==> config.mk <==
export PLATFORM = sky130hd
export DESIGN_NAME = serial_magnitude_comparator
export DESIGN_NICKNAME = d
export VERILOG_FILES = /design/src/rtl/serial_magnitude_comparator.sv
export SDC_FILE = /design/constraint.sdc
export NUM_CORES = 1
export LEC_CHECK = 0
export BUFFER_PORTS_ARGS = -buffer_cell sky130_fd_sc_hd__buf_2
export CAP_MARGIN = 20
export CORE_MARGIN = 4
export CORE_UTILIZATION = 55
export CTS_BUF_LIST = sky130_fd_sc_hd__clkbuf_4
export DETAILED_ROUTE_END_ITERATION = 8
export PLACE_DENSITY_LB_ADDON = 0.1
export SLEW_MARGIN = 5
export SYNTH_ARGS = -nofsm -noshare
export SYNTH_HDL_FRONTEND = slang
export SYNTH_SLANG_ARGS = --single-unit
==> constraint.sdc <==
create_clock -name clk -period 3.55 [get_ports clk]
set_input_delay 0.355 -clock clk [delete_from_list [all_inputs] [get_ports clk]]
set_output_delay 0.355 -clock clk [all_outputs]
set_load 0.01 [all_outputs]
==> src/rtl/serial_magnitude_comparator.sv <==
// Bit-serial N-bit magnitude comparator: walks two captured operands MSB-first,
// one bit per cycle, and returns a single gt/eq/lt result over a valid/ready handshake.
module serial_magnitude_comparator #(
  parameter int DATA_WIDTH = 8,
  parameter int SIGNED     = 0,
  parameter int EARLY_EXIT = 1,
  localparam int CW        = $clog2(DATA_WIDTH + 1),
  localparam int IW        = $clog2(DATA_WIDTH)
) (
  input  logic                  clk,
  input  logic                  rst_n,
  input  logic                  enable,
  input  logic                  start_valid,
  output logic                  start_ready,
  input  logic [DATA_WIDTH-1:0] data_a,
  input  logic [DATA_WIDTH-1:0] data_b,
  output logic                  result_valid,
  input  logic                  result_ready,
  output logic                  a_gt_b,
  output logic                  a_eq_b,
  output logic                  a_lt_b,
  output logic                  busy,
  output logic [CW-1:0]         cycles
);

  typedef enum logic [1:0] {IDLE, COMPARE, DONE} state_t;

  localparam logic [IW-1:0] IDX_MSB = IW'(DATA_WIDTH - 1);

  state_t                state, state_next;
  logic [DATA_WIDTH-1:0] a_q, b_q;
  logic [IW-1:0]         idx;
  logic [CW-1:0]         steps;
  logic                  found, gt_w, lt_w;

  logic start_fire, step_go, last_step;
  logic bit_a, bit_b, diff, cell_gt, cell_lt;
  logic found_next, gt_next, lt_next;
  logic [CW-1:0] steps_inc;

  // Ready is gated by rst_n so it reads 0 for the whole time reset is held.
  assign start_ready  = rst_n & enable & (state == IDLE);
  assign start_fire   = start_valid & start_ready;
  assign step_go      = (state == COMPARE) & enable;
  assign result_valid = (state == DONE);
  assign busy         = (state != IDLE);
  assign steps_inc    = steps + CW'(1);

  // One 1-bit comparator cell evaluated on the current bit; the sign bit swaps gt/lt.
  always_comb begin
    bit_a      = a_q[idx];
    bit_b      = b_q[idx];
    diff       = bit_a ^ bit_b;
    cell_gt    = bit_a & ~bit_b;
    cell_lt    = ~bit_a & bit_b;
    if ((SIGNED != 0) && (idx == IDX_MSB)) begin
      cell_gt = ~bit_a & bit_b;
      cell_lt = bit_a & ~bit_b;
    end
    found_next = found | diff;
    gt_next    = found ? gt_w : cell_gt;
    lt_next    = found ? lt_w : cell_lt;
    last_step  = (idx == '0) || ((EARLY_EXIT != 0) && diff);
  end

  // NOTE: every signal written in always_comb gets a default first so no latch is inferred.
  always_comb begin
    state_next = state;
    unique case (state)
      IDLE:    if (start_fire)             state_next = COMPARE;
      COMPARE: if (step_go && last_step)   state_next = DONE;
      DONE:    if (result_ready)           state_next = IDLE;
      default:                             state_next = IDLE;
    endcase
  end

  // NOTE: operand registers carry no reset; they are only read after a start handshake loads them.
  always_ff @(posedge clk) begin
    if (start_fire) begin
      a_q <= data_a;
      b_q <= data_b;
    end
  end

  // NOTE: sequential state uses non-blocking assignments so all flops update together on the edge.
  always_ff @(posedge clk or negedge rst_n) begin
    if (!rst_n) begin
      state  <= IDLE;
      idx    <= IDX_MSB;
      steps  <= '0;
      found  <= 1'b0;
      gt_w   <= 1'b0;
      lt_w   <= 1'b0;
      a_gt_b <= 1'b0;
      a_eq_b <= 1'b0;
      a_lt_b <= 1'b0;
      cycles <= '0;
    end else begin
      state <= state_next;
      if (start_fire) begin
        idx   <= IDX_MSB;
        steps <= '0;
        found <= 1'b0;
        gt_w  <= 1'b0;
        lt_w  <= 1'b0;
      end else if (step_go) begin
        steps <= steps_inc;
        found <= found_next;
        gt_w  <= gt_next;
        lt_w  <= lt_next;
        if (last_step) begin
          // Published result holds through and after DONE until the next walk completes.
          a_gt_b <= gt_next;
          a_lt_b <= lt_next;
          a_eq_b <= ~found_next;
          cycles <= steps_inc;
        end else begin
          idx <= idx - IW'(1);
        end
      end
    end
  end

endmodule
==> flow_metrics.tcl <==
set metrics [dict create \
    status "completed" \
    yosys.cell_types.count 33 \
    path_clk_slew_ns 0.11 \
    synthCells 111 \
    synth.avg_cell_area_um2 14.1 \
    h-tree-depth 2 \
    grt_start_max_net_pins 25 \
    synth_ff_type "edfxtp_1" \
    synth_edf_count 16 \
    ys_seq_area_share_pct 61.2 \
    tightest_slew_ns 0.449 \
    worstSetupPathType "reg2reg" \
    maxCapViolCount 0 \
    clock.fmax_ghz 0.383 \
    initial_core_util_pct 57.4 \
    power.leakage_uw 0.000842 \
    fill_cells 214 \
    die_x_um 61.4 \
    r2r_start "idx[0]$_DFFE_PN1P_" \
    synth_nets 137 \
    detail-route-antenna-nets 0 \
    cts.repair.resized 0 \
    vias 980 \
    ys_ff_latch 35 \
    finalSetupViolCount 0 \
    die_area_mm2 0.00377 \
    drive_above_1_share_pct 33.8 \
    end_kind "flip-flop" \
    synth_top_cells_by_count "dfrtp_1, edfxtp_1, inv_1" \
    worstPathArrival_ns 2.82 \
    yosys_warnings 0 \
    areaGrowthSynthToFinish_pct 15.4 \
    ir_worst_vdd_v 0.000505 \
    diodes 0 \
    synth_area_leaders "edfxtp_1, dfrtp_1, mux4_2, dfstp_2, mux2_1" \
    grt_overflow 0 \
    grt_pass1_vias 968 \
    num-nets-final 173 \
    firstDrtPassIters 4 \
    post-route-period-util_pct 73.5 \
    grt_pass1_wl_mm 4.22 \
    synthArstFlopShare_pct 54.3 \
    ios 31 \
    drcViolationCount 0 \
    relSlewSlack_pct 70.0 \
    hp-start "data_b[4]" \
    fin_skew_ns 0.0181 \
    portBuffers 30 \
    fin_tns_setup_ns 0 \
    coreArea_mm2 0.00273 \
    cts_tree "done" \
    viasPerCell 5.47 \
    rsz0062_at_grt "no" \
    post_drt_wl_per_cell_um 14.5 \
    drt_iter0_markers 12 \
    multi_input_area_um2 566 \
    clockBufferDepth 2 \
    cts_sinks 35 \
    clock-root-buffer "clkbuf_4" \
    grt_usage_pct 16.1 \
    layout_min_cycle_time_ns 2.61 \
    routed_wl_mm 2.60 \
    yosys.area.top_type "edfxtp_1" \
    hold_viol_final 0 \
    synth_top_area_share_pct 30.6 \
    p_total_uw 1330 \
    crit_required_ns 3.76 \
    gp_congestion 0.796 \
    insertion_delay_ns 0.33 \
    crit_path_start_kind "flip-flop" \
    dp_hpwl_mm 1.91 \
    final-seq-area_um2 960 \
    cts_buffers 5 \
    crit_fanout 9 \
    power_density_mw_per_mm2 733 \
    crit_path_start "idx[0]$_DFFE_PN1P_" \
    row_count 19 \
    min_path_type "in2reg" \
    antenna_found_initial 0 \
    maxSlewViolCount 0 \
    die_h_um 61.4 \
    syn_area_mm2 0.00157 \
]
report_power, final:
| group | internal, uW | leakage (uW) | total (uW) | switching, uW |
|---|---|---|---|---|
| Sequential | 539 | 0.000385 | 634 | 95.7 |
| Combinational | 242 | 0.000426 | 489 | 247 |
| Clock | 81.0 | 0.0000307 | 204 | 123 |
critical path: stages (launching register included):
cell,delay [ns]
dfstp_2,0.64
mux4_2,0.51
mux2i_1,0.19
inv_1,0.07
ha_1,0.36
a21oi_4,0.35
mux2_1,0.37
placed cells by master, fill, tap and decap left out:
| cell type | instances |
|---|---|
| buf_2 | 30 |
| dfrtp_1 | 16 |
| edfxtp_1 | 16 |
| inv_1 | 8 |
| a21oi_1 | 7 |
| mux2_1 | 6 |
| clkbuf_4 | 6 |
| nor2_1 | 5 |
| ha_1 | 5 |
| mux4_2 | 4 |
| mux2i_1 | 4 |
| nand2_1 | 4 |
| o21ai_0 | 3 |
| dfstp_2 | 3 |
| nor2b_1 | 2 |
| mux2_2 | 2 |
| nand2b_1 | 2 |
| xnor2_1 | 2 |
| or3_1 | 2 |
| xor2_1 | 2 |
| a31oi_1 | 2 |
| nor4_1 | 2 |
| clkinv_1 | 2 |
| and4bb_4 | 1 |
| nand2_2 | 1 |
| inv_2 | 1 |
| nand3b_2 | 1 |
| a21oi_4 | 1 |
| nand3_1 | 1 |
| a21o_1 | 1 |
| and3b_1 | 1 |
| nand4_1 | 1 |
| nor4bb_1 | 1 |
| o21ai_1 | 1 |
| nand4b_1 | 1 |
| dlygate4sd3_1 | 1 |
cell families (layout without fill, tap and decap cells):
| logic type | count (synthesis) | count (layout) | synth area share [%] |
|---|---|---|---|
| flip-flops | 35 | 35 | 61.2 |
| AO/OA/AOI/OAI | 15 | 15 | 5.82 |
| AND/OR/NAND/NOR | 25 | 25 | 9.97 |
| multiplexers | 16 | 16 | 14.0 |
| XOR/XNOR | 4 | 4 | 2.23 |
| buffers and inverters | 11 | 48 | 2.79 |
| adder cells (fa/ha/maj) | 5 | 5 | 3.99 |
registers in the layout (all words and copies together) (netlist names), 2 cells and up:
register / flops
a_q: 8
b_q: 8
cycles: 4
steps: 4
idx: 3
state: 2
per-stage QoR:
stage	cell area (um2)	instances	setup WS, ns	utilization (%)	hold WS [ns]
4_1_cts	1810	179	0.929	66.2	0.186
3_5_place_dp	1750	170	0.963	63.9	0.323
6_report	1810	179	0.941	66.2	0.205
3_3_place_gp	1750	170	1.02	63.9	0.319
5_1_grt	1810	179	0.828	66.2	0.175
2_1_floorplan	1570	111	1.08	-	0.0594
path summary, 6_finish.rpt:
path / end / slack, ns / depth (start not counted)
max reg2reg: cycles[3]$_DFFE_PN0P_ / 0.94 / 6
min: b_q[4]$_DFFE_PP_ / 0.20 / 1
max: cycles[3]$_DFFE_PN0P_ / 0.94 / 6
min reg2reg: a_eq_b$_DFFE_PN0P_ / 0.49 / 1
max in group asynchronous: idx[2]$_DFFE_PN1P_ / 2.72 / 2
min in group asynchronous: state[0]$_DFFE_PN0P_ / 0.48 / 2
cell type report:
class	count	share of cell area (%)
clock inverters	2	0.415
flip-flops and latches	35	53.0
multi-input cells	65	31.2
clock buffers	6	2.49
inverters	9	1.87
repair buffers	31	8.85
well taps	31	2.14
timing repair:
action,CTS,global route
endpoints found under the hold margin,16,0
setup buffers,0,0
hold buffers,1,0
routing by layer:
metal / GRT usage [%] / share of wire [%] / vias up
met1: 18.2 / 41 / 469
li1: - / - / 477
met3: 4.40 / 5.8 / 7
met2: 27.5 / 51 / 27
met4: 9.09 / 2.6 / 0
met5: 0 / 0 / -
No activity file was read; power rests on OpenSTA's default activity.
